==> src/rtl/mem_arb.sv <==
// mem_arb: two-requester round-robin arbiter in front of a single-port memory.
// A request sampled in IDLE is captured, issued to the memory for one ACCESS
// cycle (with the requester's grant), and, for reads, the memory's response is
// captured one cycle later and returned with a one-cycle rvalid pulse.
// Ports:
//   clk, rst                 clock, asynchronous active-high reset
//   req/we/addr/wdata 0,1    requester transaction inputs, held until grant
//   gnt0, gnt1               one-cycle grant pulses
//   rvalid0/1, rdata0/1      read return (rdata holds until the next read)
//   mem_read, mem_write      memory strobes, high only in ACCESS
//   mem_addr, mem_data_in    memory address and write data
//   mem_data_out             memory read data, valid the cycle after mem_read
module mem_arb #(
   parameter int unsigned DEPTH = 32,
   parameter int unsigned WIDTH = 8,
   parameter int unsigned AW    = $clog2(DEPTH)
) (
   input  logic             clk,
   input  logic             rst,
   input  logic             req0,
   input  logic             req1,
   input  logic             we0,
   input  logic             we1,
   input  logic [AW-1:0]    addr0,
   input  logic [AW-1:0]    addr1,
   input  logic [WIDTH-1:0] wdata0,
   input  logic [WIDTH-1:0] wdata1,
   output logic             gnt0,
   output logic             gnt1,
   output logic             rvalid0,
   output logic             rvalid1,
   output logic [WIDTH-1:0] rdata0,
   output logic [WIDTH-1:0] rdata1,
   output logic             mem_read,
   output logic             mem_write,
   output logic [AW-1:0]    mem_addr,
   output logic [WIDTH-1:0] mem_data_in,
   input  logic [WIDTH-1:0] mem_data_out
);

   // The address bus must be able to reach every word of the memory.
   if (AW < $clog2(DEPTH)) begin : g_aw_check
      $error("mem_arb: AW too narrow for DEPTH");
   end

   typedef enum logic [1:0] {
      IDLE   = 2'd0,
      ACCESS = 2'd1,
      RDWAIT = 2'd2
   } state_t;

   state_t state;
   logic   last;     // last-served requester
   logic   cur_id;   // requester owning the in-flight transaction
   logic   cur_we;   // in-flight transaction is a write
   logic   pick1;

   // Requester 1 wins when alone, or when both ask and 0 was served last.
   assign pick1 = req1 & (~req0 | ~last);

   // Arbitration, memory sequencing and read return.
   always_ff @(posedge clk or posedge rst) begin
      if (rst) begin
         state       <= IDLE;
         last        <= 1'b1;
         cur_id      <= 1'b0;
         cur_we      <= 1'b0;
         gnt0        <= 1'b0;
         gnt1        <= 1'b0;
         rvalid0     <= 1'b0;
         rvalid1     <= 1'b0;
         rdata0      <= '0;
         rdata1      <= '0;
         mem_read    <= 1'b0;
         mem_write   <= 1'b0;
         mem_addr    <= '0;
         mem_data_in <= '0;
      end else begin
         // Pulses default low; set only on the cycle they are due.
         gnt0      <= 1'b0;
         gnt1      <= 1'b0;
         rvalid0   <= 1'b0;
         rvalid1   <= 1'b0;
         mem_read  <= 1'b0;
         mem_write <= 1'b0;
         case (state)
            IDLE: begin
               if (req0 || req1) begin
                  cur_id      <= pick1;
                  last        <= pick1;
                  cur_we      <= pick1 ? we1 : we0;
                  gnt0        <= ~pick1;
                  gnt1        <= pick1;
                  mem_write   <= pick1 ? we1 : we0;
                  mem_read    <= pick1 ? ~we1 : ~we0;
                  mem_addr    <= pick1 ? addr1 : addr0;
                  mem_data_in <= pick1 ? wdata1 : wdata0;
                  state       <= ACCESS;
               end
            end
            ACCESS: begin
               state <= cur_we ? IDLE : RDWAIT;
            end
            RDWAIT: begin
               // Memory data is valid now, one cycle after the read strobe.
               if (cur_id) begin
                  rdata1  <= mem_data_out;
                  rvalid1 <= 1'b1;
               end else begin
                  rdata0  <= mem_data_out;
                  rvalid0 <= 1'b1;
               end
               state <= IDLE;
            end
            default: state <= IDLE;
         endcase
      end
   end

endmodule

==> config.mk <==
export PLATFORM = sky130hd
export DESIGN_NAME = mem_arb
export DESIGN_NICKNAME = d
export VERILOG_FILES = /design/src/rtl/mem_arb.sv
export SDC_FILE = /design/constraint.sdc
export NUM_CORES = 1
export LEC_CHECK = 0
export ABC_AREA = 1
export BUFFER_PORTS_ARGS = -buffer_cell sky130_fd_sc_hd__buf_4
export CORE_MARGIN = 2
export CORE_UTILIZATION = 49
export CTS_BUF_LIST = sky130_fd_sc_hd__clkbuf_8
export CTS_CLUSTER_DIAMETER = 100
export DETAILED_ROUTE_END_ITERATION = 8
export HOLD_SLACK_MARGIN = 0.03
export PLACE_DENSITY = 0.88
export SLEW_MARGIN = 15
export SYNTH_ARGS = -nofsm -noshare
export SYNTH_HDL_FRONTEND = slang
export SYNTH_SLANG_ARGS = --single-unit
==> constraint.sdc <==
create_clock -name clk -period 2 [get_ports clk]
set_input_delay 0 -clock clk [delete_from_list [all_inputs] [get_ports clk]]
set_output_delay 0 -clock clk [all_outputs]
set_load 0.05 [all_outputs]
==> results of run 1 <==
-- placed cells by master, fill, tap and decap left out, drive strengths merged, types with 2 or more instances in the layout --
cell type | netlist | layout
buf | 8 | 75
inv | 45 | 46
clkbuf | 0 | 5
nand3 | 30 | 30
nand2 | 63 | 63
dlygate4sd3 | 0 | 19
o21ai | 17 | 17
a21oi | 2 | 2
nor2 | 3 | 3
dfrtp | 39 | 39
-- per-stage QoR --
stage | hold WS (ps) | utilization | cells | setup slack (ps) | power [mW]
finish | 32.7 | 0.775 | 349 | 542 | 4.66
global route | 47.8 | 0.775 | 349 | 449 | 4.94
CTS | 30.6 | 0.775 | 349 | 560 | 4.67
detailed placement | 149 | 0.687 | 322 | 552 | 4.02
global placement | 147 | 0.687 | 322 | 619 | 3.96
floorplan | 159 | - | 209 | 877 | 3.27
-- worst max-delay path: cells and delay by family, from the launching register on --
kind | cells | cell delay (ps)
AND/OR/NAND/NOR | 5 | 780
flip-flops | 1 | 540
-- final cells by class --
type	count	area (sq um)
Clock inverter	3	38.8
Sequential cell	40	1000
Clock buffer	5	68.8
Timing Repair Buffer	94	753
Inverter	45	171
Tap cell	46	57.6
Multi-Input combinational cell	116	534
Fill cell	228	763
-- sequential cells by signal, indices dropped and copies added, names as in the netlist --
signal	cells
state	2
rdata0	8
cur_id	1
mem_read	1
gnt1	1
mem_addr	5
mem_data_in	8
gnt0	1
last	1
rvalid0	1
mem_write	1
cur_we	1
rdata1	8
rvalid1	1
-- final timing paths --
path                            cells after the start        end  startpoint
min in group asynchronous                           4  rdata1[0]         rst
worst min-delay path                                4   mem_read         we1
max in group asynchronous                           4       last         rst
worst max-delay path                                5     cur_we        last
worst max register to register                      5     cur_we        last
worst min register to register                      1   state[1]      cur_we
-- routing by layer --
| metal | global-route usage | vias to the layer above |
|---|---|---|
| met5 | 0 | - |
| met4 | 0.117 | 0 |
| met3 | 0.0405 | 15 |
| met2 | 0.384 | 49 |
| met1 | 0.263 | 754 |
| li1 | - | 811 |
-- logic make-up after synthesis --
group	synth area share
buffers and inverters	0.132
AOI/OAI and AO/OA	0.0580
DFF	0.566
and+or+nand+nor	0.244
-- power groups by stage --
stage / Combinational (mW) / Sequential, mW / Clock [mW]
5_1_grt: 2.79 / 1.47 / 0.679
3_3_place_gp: 2.53 / 1.42 / 0
3_5_place_dp: 2.59 / 1.43 / 0
2_1_floorplan: 0.688 / 2.58 / 0
4_1_cts: 2.61 / 1.42 / 0.627
6_report: 2.61 / 1.43 / 0.620
==> flow_summary.json, run 1 <==
{
  "cp_cell_sequence": "nand2_2, nand2_2, nand2_1, nand3_1, nand2_1",
  "cp-start-kind": "flip-flop",
  "topRoutingLayerUsed": "met4",
  "hold_viol_final": 0,
  "p_comb_frac": 0.560,
  "nNetsFinal": 342,
  "cp_max_fo": 16,
  "setup_violations": 0,
  "min_period_ps": 1460,
  "synth.top_cell.area_share": 0.552,
  "clock_path_buffers": 2,
  "critPathCaptureType": "flip-flop",
  "htree_levels": 2,
  "post_cts_buffers": 0,
  "detail_route.wirelength_um": 4070,
  "syn2layout_area_growth_pct": 48.4,
  "synth_warnings": 0,
  "dr.pass1.iters": 4,
  "fp.dieH_um": 64.1,
  "tightest_slew_ps": 555,
  "slew_viol_final": 0,
  "rows": 21,
  "rsz0062_at_grt": "no",
  "finalSetupTns_ps": 0,
  "hpwl_um": 2710,
  "insertion_delay_ps": 280,
  "core_area_sq_um": 3390,
  "ant_nets": 0,
  "drtIter0Drc": 96,
  "yosys.cell_count.top_type": "nand2_1",
  "synth_area_sq_um": 1770,
  "wl_per_cell_um": 11.7,
  "cts_tree": "done",
  "die_w_um": 64.1,
  "pwr_density_cell_nw_per_um2": 1770,
  "antenna_found_initial": 0,
  "overflow": 0,
  "yosys-top-cells-area": "dfrtp_1 55%, nand2_1 13%, inv_1 9.1%, nand3_1 8.5%, o21ai_0 4.8%",
  "grt_pass1_vias": 1659,
  "syn_inst": 209,
  "status": "complete, no violations",
  "hold_buffers": 19,
  "syn_area_per_cell_sq_um": 8.47,
  "hp-class": "in2reg",
  "routed-wl-met3_um": 183,
  "vias": 1629,
  "fin_skew_ps": 7.63,
  "arrival_ps": 1630,
  "async_reset_ff_frac": 1.00,
  "synth_seq_cells": 40,
  "cts_made_buffers": 5,
  "power.switching_mw": 2.34,
  "cts_sinks": 40,
  "floorplan.initialDensity": 0.522,
  "wl_met2_um": 2100,
  "die-area_sq_um": 4110,
  "maxCapViolations": 0,
  "grt_usage": 0.222,
  "r2r_slack_ps": 540,
  "drive_gt1_frac": 0.300,
  "yosys.area.top_type": "dfrtp_1",
  "clkTransAtPathRegs_ps": 70,
  "syn_nets": 249,
  "intPower_mw": 2.32,
  "ys_types": 17,
  "ir_worst_vdd_mv": 0.843,
  "cts_root_buf": "clkbuf_8",
  "diodes": 0,
  "io_buffers": 74,
  "ios": 75,
  "synth-edff-count": 0,
  "synthTopCellsByCount": "61 x nand2_1, 43 x inv_1, 39 x dfrtp_1, 30 x nand3_1, 17 x o21ai_0",
  "fin_area_sq_um": 2630,
  "placed_area_sq_um": 2330,
  "viasPerCell": 4.67,
  "swShare": 0.503,
  "cts.repair.resized": 0,
  "slowest_stage": "dfstp_2",
  "synthFlopType": "dfrtp_1",
  "grt_pass1_wl_um": 7040,
  "wl_met1_um": 1660,
  "worstSetupPathType": "reg2reg",
  "p_clk_frac": 0.133,
  "gp_congestion": 0.731,
  "crit_required_ps": 2170,
  "critPathMaxStageDelay_ps": 540,
  "drc": 0,
  "yosysSeqAreaShare": 0.566,
  "max_slew_margin": 0.629,
  "grt_max_degree": 41,
  "p_leak_nw": 1.53,
  "period_share": 0.729,
  "pwr-share-seq": 0.307,
  "max_freq_mhz": 686
}
Power figures use the tool's default switching activity.
==> run 2, diff against run 1 <==
--- a/config.mk
+++ b/config.mk
@@ -5,15 +5,15 @@
 export SDC_FILE = /design/constraint.sdc
 export NUM_CORES = 1
 export LEC_CHECK = 0
-export ABC_AREA = 1
+export ABC_AREA = 0
 export BUFFER_PORTS_ARGS = -buffer_cell sky130_fd_sc_hd__buf_4
 export CORE_MARGIN = 2
-export CORE_UTILIZATION = 49
+export CORE_UTILIZATION = 43
 export CTS_BUF_LIST = sky130_fd_sc_hd__clkbuf_8
 export CTS_CLUSTER_DIAMETER = 100
 export DETAILED_ROUTE_END_ITERATION = 8
 export HOLD_SLACK_MARGIN = 0.03
-export PLACE_DENSITY = 0.88
+export PLACE_DENSITY = 0.83
 export SLEW_MARGIN = 15
 export SYNTH_ARGS = -nofsm -noshare
 export SYNTH_HDL_FRONTEND = slang
==> constraint.sdc (replaced) <==
create_clock -name clk -period 1.3 [get_ports clk]
set_input_delay 0 -clock clk [delete_from_list [all_inputs] [get_ports clk]]
set_output_delay 0 -clock clk [all_outputs]
set_load 0.05 [all_outputs]
==> flow_summary.json, run 2 <==
{
  "cts_made_buffers": 5,
  "tightest_slew_ps": 488,
  "grt_pass1_vias": 1565,
  "syn_area_per_cell_sq_um": 12.0,
  "htree_levels": 2,
  "yosys.area.top_type": "dfrtp_1",
  "placed_area_sq_um": 2250,
  "min_period_ps": 1270,
  "gp_congestion": 0.690,
  "status": "complete, no violations",
  "synth.top_cell.area_share": 0.600,
  "cp-start-kind": "flip-flop",
  "die_w_um": 65.5,
  "hp-class": "in2async",
  "ir_worst_vdd_mv": 1.34,
  "yosysSeqAreaShare": 0.616,
  "reg_top3": "mem_data_in x8, rdata0 x8, rdata1 x8",
  "cp_top_family": "flip-flops",
  "p_leak_nw": 1.35,
  "cp_cell_sequence": "a21bo_4, buf_12, nand2_1, a31oi_1",
  "hpwl_um": 2670,
  "cts_tree": "done",
  "clock_path_buffers": 2,
  "critPathMaxStageDelay_ps": 590,
  "hold_viol_final": 0,
  "synth_seq_cells": 40,
  "floorplan.initialDensity": 0.444,
  "cts_root_buf": "clkbuf_8",
  "grt_max_degree": 41,
  "slew_viol_final": 0,
  "fin_area_sq_um": 2780,
  "ys_types": 25,
  "clkTransAtPathRegs_ps": 70,
  "worstSetupPathType": "reg2reg",
  "dr.pass1.iters": 4,
  "post-route-util": 0.758,
  "cp_max_fo": 14,
  "wl_per_cell_um": 15.4,
  "syn_nets": 176,
  "arrival_ps": 1480,
  "drtIter0Drc": 61,
  "overflow": 0,
  "drive_gt1_frac": 0.438,
  "synthTopCellsByCount": "39 x dfrtp_1, 26 x nand2_1, 16 x a21oi_1, 15 x mux2_2, 14 x a31oi_1",
  "fp.dieH_um": 65.5,
  "ant_nets": 0,
  "syn2layout_area_growth_pct": 70.6,
  "yosys.cell_count.top_type": "dfrtp_1",
  "pwr_density_cell_nw_per_um2": 2610,
  "async_reset_ff_frac": 1.00,
  "post_cts_buffers": 0,
  "maxCapViolations": 0,
  "cts_sinks": 40,
  "final_common_cell": "buf_4",
  "synth_area_sq_um": 1630,
  "fin_skew_ps": 7.17,
  "core_area_sq_um": 3660,
  "max_freq_mhz": 786,
  "synth-edff-count": 0,
  "cp_num_buf_inv": 1,
  "max_slew_margin": 0.675,
  "slowest_stage": "dfstp_2",
  "vias": 1531,
  "rows": 22,
  "setup_violations": 0,
  "synth_warnings": 0,
  "drc": 0,
  "viasPerCell": 5.04,
  "nNetsFinal": 295,
  "syn_inst": 136,
  "io_buffers": 74,
  "diodes": 0,
  "insertion_delay_ps": 290,
  "multi_input_area_sq_um": 601,
  "grt_pass1_wl_um": 7420,
  "die-area_sq_um": 4290,
  "grt_usage": 0.238,
  "rsz0062_at_grt": "yes",
  "crit_required_ps": 1510,
  "yosys-top-cells-area": "dfrtp_1 60%, mux2_2 10%, nand2_1 6.0%, a31oi_1 5.4%, a21oi_1 4.9%",
  "synthFlopType": "dfrtp_1",
  "critPathCaptureType": "flip-flop",
  "fillers": 223,
  "layout_common_cells": "78 x buf_4, 39 x dlygate4sd3_1, 38 x dfrtp_1",
  "detail_route.wirelength_um": 4690,
  "ios": 75,
  "period_share": 0.978,
  "finalSetupTns_ps": 0,
  "antenna_found_initial": 0,
  "seq_area_sq_um": 1000
}
==> run 2: worst min-delay path, delay by kind of cell <==
| family | cells | cell delay (ps) |
|---|---|---|
| buffers and inverters | 4 | 1120 |
==> run 2: final cells by class <==
class | count | area share
sequential | 40 | 0.362
timing repair buffer | 119 | 0.363
multi-input combinational | 86 | 0.216
clock buffer | 6 | 0.0298
inverter | 3 | 0.00496
tap | 48 | 0.0216
clock inverter | 2 | 0.00271
==> run 2: cell families (layout without fill, tap and decap cells) <==
group | count (synthesis) | after routing | share of synthesized area
flip-flops | 40 | 40 | 0.616
AND/OR/NAND/NOR | 36 | 36 | 0.108
AO/OA/AOI/OAI | 33 | 33 | 0.121
multiplexers | 17 | 17 | 0.117
buffers and inverters | 10 | 130 | 0.0377
==> run 2: report_power, final <==
| part | internal (mW) | total, mW | switching, mW |
|---|---|---|---|
| Sequential | 1.85 | 2.24 | 0.390 |
| Combinational | 1.42 | 4.17 | 2.75 |
| Clock | 0.417 | 0.821 | 0.404 |
| Total | 3.69 | 7.24 | 3.55 |
==> run 2: layer usage <==
layer / share of wire / track usage
met1: 0.39 / 0.266
met2: 0.48 / 0.383
met3: 0.096 / 0.0993
met4: 0.029 / 0.133
met5: 0 / 0
==> run 2: repair_timing <==
item / in CTS / in global routing
setup endpoints to repair: 11 / 18
resized for setup: 2 / 9
hold buffers: 39 / 0
hold endpoints to repair: 70 / 0
pin swaps: 0 / 2
==> run 2: worst paths after layout <==
path                       startpoint     endpoint  slack (ps)  cells after the start
setup / recovery                 last  mem_addr[0]          30                      4
hold / removal                    rst  mem_addr[1]         390                      4
setup reg to reg                 last  mem_addr[0]          30                      4
hold reg to reg                cur_we     state[1]         450                      1
max in group asynchronous         rst     state[1]         550                      4
min in group clk               cur_we     state[1]         450                      1
==> run 2: per-stage QoR <==
| step | hold slack, ps | worst slack [ps] | power, mW | std cells |
|---|---|---|---|---|
| detailed placement | 155 | -14.2 | 6.21 | 257 |
| floorplan | 70.0 | 86.6 | 4.96 | 136 |
| CTS | 388 | -1.38 | 7.14 | 304 |
| global route | 448 | -30.2 | 7.56 | 304 |
| finish | 388 | 28.1 | 7.24 | 304 |
| global placement | 150 | 41.4 | 6.11 | 257 |
